## config.mk

```make
export PLATFORM = sky130hd
export DESIGN_NAME = conv1d_mac
export DESIGN_NICKNAME = d
export VERILOG_FILES = /design/src/rtl/conv1d_mac.sv
export SDC_FILE = /design/constraint.sdc
export NUM_CORES = 2
export LEC_CHECK = 0
export BUFFER_PORTS_ARGS = -buffer_cell sky130_fd_sc_hd__buf_2
export CORE_MARGIN = 10
export CORE_UTILIZATION = 29
export CTS_CLUSTER_SIZE = 8
export DETAILED_ROUTE_END_ITERATION = 16
export SYNTH_ARGS = -nofsm -noshare
export SYNTH_HDL_FRONTEND = slang
export SYNTH_SLANG_ARGS = --single-unit
```

## constraint.sdc

```tcl
create_clock -name clk -period 10.5 [get_ports clk]
set_clock_uncertainty 0.2 [all_clocks]
set_input_delay 0.525 -clock clk [delete_from_list [all_inputs] [get_ports clk]]
set_output_delay 0.525 -clock clk [all_outputs]
set_load 0.02 [all_outputs]
```

## src/rtl/conv1d_mac.sv

```systemverilog
// rtl/conv1d_mac.sv - N-tap signed-kernel MAC with normalise/clamp, 3-stage valid/ready pipeline
// Optional build macro: CONV_ROUND_EN (round half up before the normalising shift)
module conv1d_mac #(
  parameter int N     = 11,
  parameter int B     = 8,
  parameter int C     = 8,
  parameter int SHIFT = 4
) (
  input  logic                 clk,
  input  logic                 rst,
  input  logic [B-1:0]         win [N-1:0],
  input  logic                 win_valid,
  output logic                 win_ready,
  input  logic                 coef_we,
  input  logic [$clog2(N)-1:0] coef_addr,
  input  logic signed [C-1:0]  coef_wdata,
  input  logic                 coef_swap,
  output logic [B-1:0]         out_pix,
  output logic                 out_valid,
  input  logic                 out_ready
);

  // Product width: unsigned pixel with a zero sign bit times a signed coefficient.
  localparam int PW    = B + C + 1;
  // Sum of N products cannot overflow with clog2(N) guard bits.
  localparam int ACC_W = PW + $clog2(N);
  // One extra bit so the optional rounding add cannot wrap.
  localparam int RW    = ACC_W + 1;
  localparam int MAXP  = (2 ** B) - 1;

  logic signed [C-1:0]     coef_sh  [N];
  logic signed [C-1:0]     coef_act [N];
  logic signed [PW-1:0]    prod_n   [N];
  logic signed [PW-1:0]    prod_q   [N];
  logic signed [ACC_W-1:0] acc_n;
  logic signed [ACC_W-1:0] acc_q;
  logic signed [RW-1:0]    acc_x;
  logic signed [RW-1:0]    shifted;
  logic [B-1:0]            pix_n;
  logic                    v1_q;
  logic                    v2_q;
  logic                    adv;

  // The whole pipeline freezes only when a finished result is waiting on downstream.
  assign adv       = !(out_valid && !out_ready);
  assign win_ready = adv && !rst;

  // Pixel is treated as non-negative; coefficient is sign-extended to the product width.
  function automatic logic signed [PW-1:0] tap_mul(input logic [B-1:0] pix,
                                                   input logic signed [C-1:0] cf);
    logic signed [PW-1:0] a;
    logic signed [PW-1:0] b;
    a = $signed({{(PW-B){1'b0}}, pix});
    b = $signed({{(PW-C){cf[C-1]}}, cf});
    return a * b;
  endfunction

  // Shadow bank takes writes; swap copies the pre-write shadow into the active bank.
  always_ff @(posedge clk) begin
    if (rst) begin
      for (int k = 0; k < N; k++) begin
        coef_sh[k]  <= '0;
        coef_act[k] <= '0;
      end
    end else begin
      if (coef_swap) begin
        for (int k = 0; k < N; k++) begin
          coef_act[k] <= coef_sh[k];
        end
      end
      if (coef_we && (int'(coef_addr) < N)) begin
        coef_sh[coef_addr] <= coef_wdata;
      end
    end
  end

  // Stage 1 combinational: per-tap products against the bank active this cycle.
  always_comb begin
    for (int k = 0; k < N; k++) begin
      prod_n[k] = tap_mul(win[k], coef_act[k]);
    end
  end

  // Stage 2 combinational: sign-extended sum of the registered products.
  always_comb begin
    acc_n = '0;
    for (int k = 0; k < N; k++) begin
      acc_n = acc_n + $signed({{(ACC_W-PW){prod_q[k][PW-1]}}, prod_q[k]});
    end
  end

`ifdef CONV_ROUND_EN
  localparam int RND = (SHIFT > 0) ? (2 ** (SHIFT - 1)) : 0;
`endif

  // Stage 3 combinational: optional round, arithmetic shift, clamp to the pixel range.
  always_comb begin
    acc_x = $signed({acc_q[ACC_W-1], acc_q});
`ifdef CONV_ROUND_EN
    acc_x = acc_x + RW'(RND);
`endif
    shifted = acc_x >>> SHIFT;
    if (shifted < 0) begin
      pix_n = '0;
    end else if (shifted > RW'(MAXP)) begin
      pix_n = '1;
    end else begin
      pix_n = shifted[B-1:0];
    end
  end

  // Valid bits and the output register; bubbles advance like data and are never collapsed.
  always_ff @(posedge clk) begin
    if (rst) begin
      v1_q      <= 1'b0;
      v2_q      <= 1'b0;
      out_valid <= 1'b0;
      out_pix   <= '0;
    end else if (adv) begin
      v1_q      <= win_valid;
      v2_q      <= v1_q;
      out_valid <= v2_q;
      if (v2_q) begin
        out_pix <= pix_n;
      end
    end
  end

  // Datapath registers need no reset: their contents are ignored unless the matching valid is set.
  always_ff @(posedge clk) begin
    if (adv) begin
      if (win_valid) begin
        for (int k = 0; k < N; k++) begin
          prod_q[k] <= prod_n[k];
        end
      end
      if (v1_q) begin
        acc_q <= acc_n;
      end
    end
  end

endmodule

```

# After elaboration in Yosys (flattened, before gate mapping)
# Memories as Yosys holds them, arrays and structs flattened.
# Cells that the tools add are included.
# op_classes
n_addsub	10
n_mul	11
div	0
magnitude_cmp	3
eq_ne	0
n_shift	0
muxes	27
n_bitwise	12
reduce_logical	9
# op_table
cell	count
multiplier 9 x 8 -> 17 bit	11
adder 21 x 17 -> 21 bit	6
2-to-1 mux 8 bit	14
adder 20 x 17 -> 21 bit	1
adder 19 x 17 -> 20 bit	1
adder 18 x 17 -> 19 bit	1
adder 17 x 17 -> 18 bit	1
> comparator 17 x 9 -> 1 bit, second input constant	1
< comparator 17 x 1 -> 1 bit, second input constant	1
2-to-1 mux 1 bit	12
OR 1 bit	11
OR reduction 8 bit	1
< comparator 4 bit, second input constant	1
2-to-1 mux 4 bit	1
AND reduction 2 bit	2
logical AND 1 bit	3
logical NOT 1 bit	3
NOT 1 bit	1
# word_totals
regBits	32
latchBits	0
mem_bits_rw	363
romBits	0
out_inout_bits	10
wordCells	80
memories	3
# memory_table
memory	words	word_bits	read_ports	rd_ports_with_merged_regs	wr	line	source
prod_q	11	17	11	0	11	34	logic signed [PW-1:0] prod_q [N];
coef_act	11	8	11	0	11	32	logic signed [C-1:0] coef_act [N];
coef_sh	11	8	11	0	11	31	logic signed [C-1:0] coef_sh [N];

# Depth between registers and ports, before layout
# depth
depth_word	10
mapped_depth	19
mapped_depth_nobuf	19

# Worst setup path before layout
# Ideal clock, no wire load.
# synth_path
kind	input to register
from	in out_ready
to	mem prod_q[0][0] (netlist bit), enable pin
setup_time_ns	0.570
arrival_time_ns	4.928
setup_slack_ns	4.802
cell_stages	2
cell_sequence	nand2b_1 > and2_1
# synth_lines
item	line	source
from (decl)	20	input logic out_ready
to (decl)	34	

==> results.py <==
metrics = {
    "global_routing": {
        "grt_busiest_layer": "met2",
        "grt_pass1_vias": 28315,
        "use_met3_pct": 2.88,
        "grt_use_met2_pct": 22.3,
        "antenna_found_initial": 35,
        "met1_usage_pct": 16.0,
        "grt_max_degree": 81,
        "grt_overflow_total": 0,
        "grt_first_pass_wirelength_um": 160000,
        "grt_util_all_layers_pct": 13.0,
    },
    "setup_path": {
        "cp_common_cell": "fa_1",
        "slowest_delay_ps": 570,
        "cp_data_arrival_time_ps": 5540,
        "path_max_fanout": 4,
        "crit_path_start_kind": "flop",
        "path_cells": "inv_1 > fa_1 > inv_1 > fa_1 > fa_1 > fa_1 > inv_1 > fa_1 > inv_1 > ha_1 > nand2_1 > or4b_4 > a21oi_4 > o2111ai_2 > and3_4 > or2_4 > xnor2_1",
        "critical_path_class": "reg2reg",
        "end_kind": "flop",
        "cp_data_required_time_ps": 10650,
        "cp_slowest_cell": "fa_1",
    },
    "clocking": {
        "post_cts_resize_count": 0,
        "cts_max_path_buffers": 3,
        "cts_num_sinks": 391,
        "clk_pin_slew_ps": 50,
        "clkLatencyLatePin_ps": 650,
        "hold_buffers": 0,
        "cts_setup_buffers": 0,
        "cts_tree": "built",
        "htreeDepth": 2,
        "cts_inserted_buffers": 56,
        "clock-root-buffer": "clkbuf_16",
    },
    "timing": {
        "rsz0062_at_grt": "no",
        "tns_ps": 0,
        "max-slew-margin-rel_pct": 29.0,
        "setup_viol": 0,
        "finalCritPeriodShare_pct": 51.4,
        "worst_pin_slew_ps": 1060,
        "period_minus_slack_ps": 5400,
        "hold_viol_final": 0,
        "clock.fmax_mhz": 185,
        "maxSlewViolCount": 0,
    },
    "cells_and_area": {
        "layout.filler_cells": 14348,
        "layout_common_cells": "801 x inv_1, 564 x fa_1, 495 x ha_1, 451 x and2_1, 372 x edfxtp_1",
        "nNetsFinal": 5197,
        "final_area_um2": 45800,
        "area_growth_syn_to_layout_pct": 11.1,
        "finalNonFillerCells": 5953,
        "drive_gt1_share_pct": 5.23,
        "multi_input_area_um2": 26600,
        "seqCellArea_um2": 11600,
        "fin_util_pct": 32.4,
        "final_common_cell": "inv_1",
    },
    "route": {
        "ant_nets": 0,
        "drc_errors": 0,
        "route.vias.total": 26645,
        "routed_wl_um": 101000,
        "routed_via_density": 4.48,
        "firstDrtPassIters": 5,
        "wl_per_cell_um": 17.0,
        "drtIter0Drc": 1405,
    },
    "placed_design": {
        "io_buffers": 115,
        "placed_area_um2": 44200,
        "hpwlAfterDp_um": 82500,
        "post-place-cells": 5864,
        "place.gp.congestion": 0.839,
    },
    "yosys": {
        "netlist_instances": 3865,
        "synthFlopType": "edfxtp_1",
        "synthesis.nets": 5030,
        "async_flop_share_pct": 0,
        "synth.distinct_cells": 59,
        "syn_area_um2": 41200,
        "ys_warn_count": 0,
        "synth_edf_count": 372,
        "yosysSeqAreaShare_pct": 28.0,
        "avgSynthCellArea_um2": 10.7,
        "ys_ff_latch": 391,
    },
    "flow_run": {
        "max-cap-violations": 0,
    },
    "worst_hold_path": {
        "hp-class": "in2reg",
    },
    "run_status": {
        "status": "finished clean",
    },
    "floorplan": {
        "core_area_um2": 141000,
        "initial_utilization_pct": 29.1,
        "fp-row-count": 138,
        "io_pins": 116,
        "die_w_um": 397,
        "die_y_um": 397,
        "die-area_um2": 158000,
    },
}
## final timing paths
path	start	end	slack, ps	depth (start not counted)
setup / recovery	prod_q[3][4]	acc_q[18]	5100	17
hold / removal	out_ready	out_valid	50	4
setup reg to reg	prod_q[3][4]	acc_q[18]	5100	17
hold reg to reg	coef_sh[10][7]	coef_sh[10][7]	280	2
## flip-flops by register name, indices dropped and copies added (netlist names)
name	flops
v2_q	1
coef_act	88
out_valid	1
out_pix	8
prod_q	187
coef_sh	88
acc_q	17
v1_q	1
## area by class of cell
cell class	count	area share, %
antenna	8	0.0437
clock buffer	74	3.21
clock inverter	7	0.191
inverter	801	6.57
multi-input combinational	2654	58.1
sequential	391	25.2
tap	1890	5.17
timing repair buffer	128	1.47
## through the flow
step | worst slack [ps] | hold WS, ps
floorplan | 4800 | 247
global placement | 5170 | 257
finish | 5100 | 53.0
detailed placement | 5150 | 267
global route | 4940 | 52.3
CTS | 5080 | 17.3
## Yosys cell counts, drive strengths merged, types with 29 or more instances
cell type    n  area (µm²)
nor2       210         788
nand2      302        1130
xnor2      129        1130
inv        801        3010
nor3        36         180
a21oi       97         497
ha         495        6190
edfxtp     372       11200
nand2b      99         619
o21ai       29         145
nor2b       37         231
and2       452        2830
fa         564       11300
## metal layers
metal | vias to the layer above | part of all wire (%)
met4 | 24 | 4.1
met3 | 208 | 6.1
met5 | - | 0.15
met1 | 13334 | 42
met2 | 569 | 48
li1 | 12510 | -
## critical path: cells and delay by family, from the launching register on
family	cells	cell delay [ps]
AOI/OAI and AO/OA	2	340
adders and majority gates	6	2890
and+or+nand+nor	4	1040
xor gates and xnor gates	1	130
DFF	1	330
buffers and inverters	4	210
## cell families after synthesis
| logic type | after synthesis | synth area share (%) |
|---|---|---|
| compound gates | 245 | 3.92 |
| fa+ha+maj | 1059 | 42.4 |
| buf+inv | 820 | 7.47 |
| simple gates | 1207 | 15.1 |
| xor+xnor | 143 | 3.04 |
| flops | 391 | 28.0 |
Power is left out: the tool's default activity adds up to more than one toggle a clock period on the data nets, which glitch-free logic cannot reach.
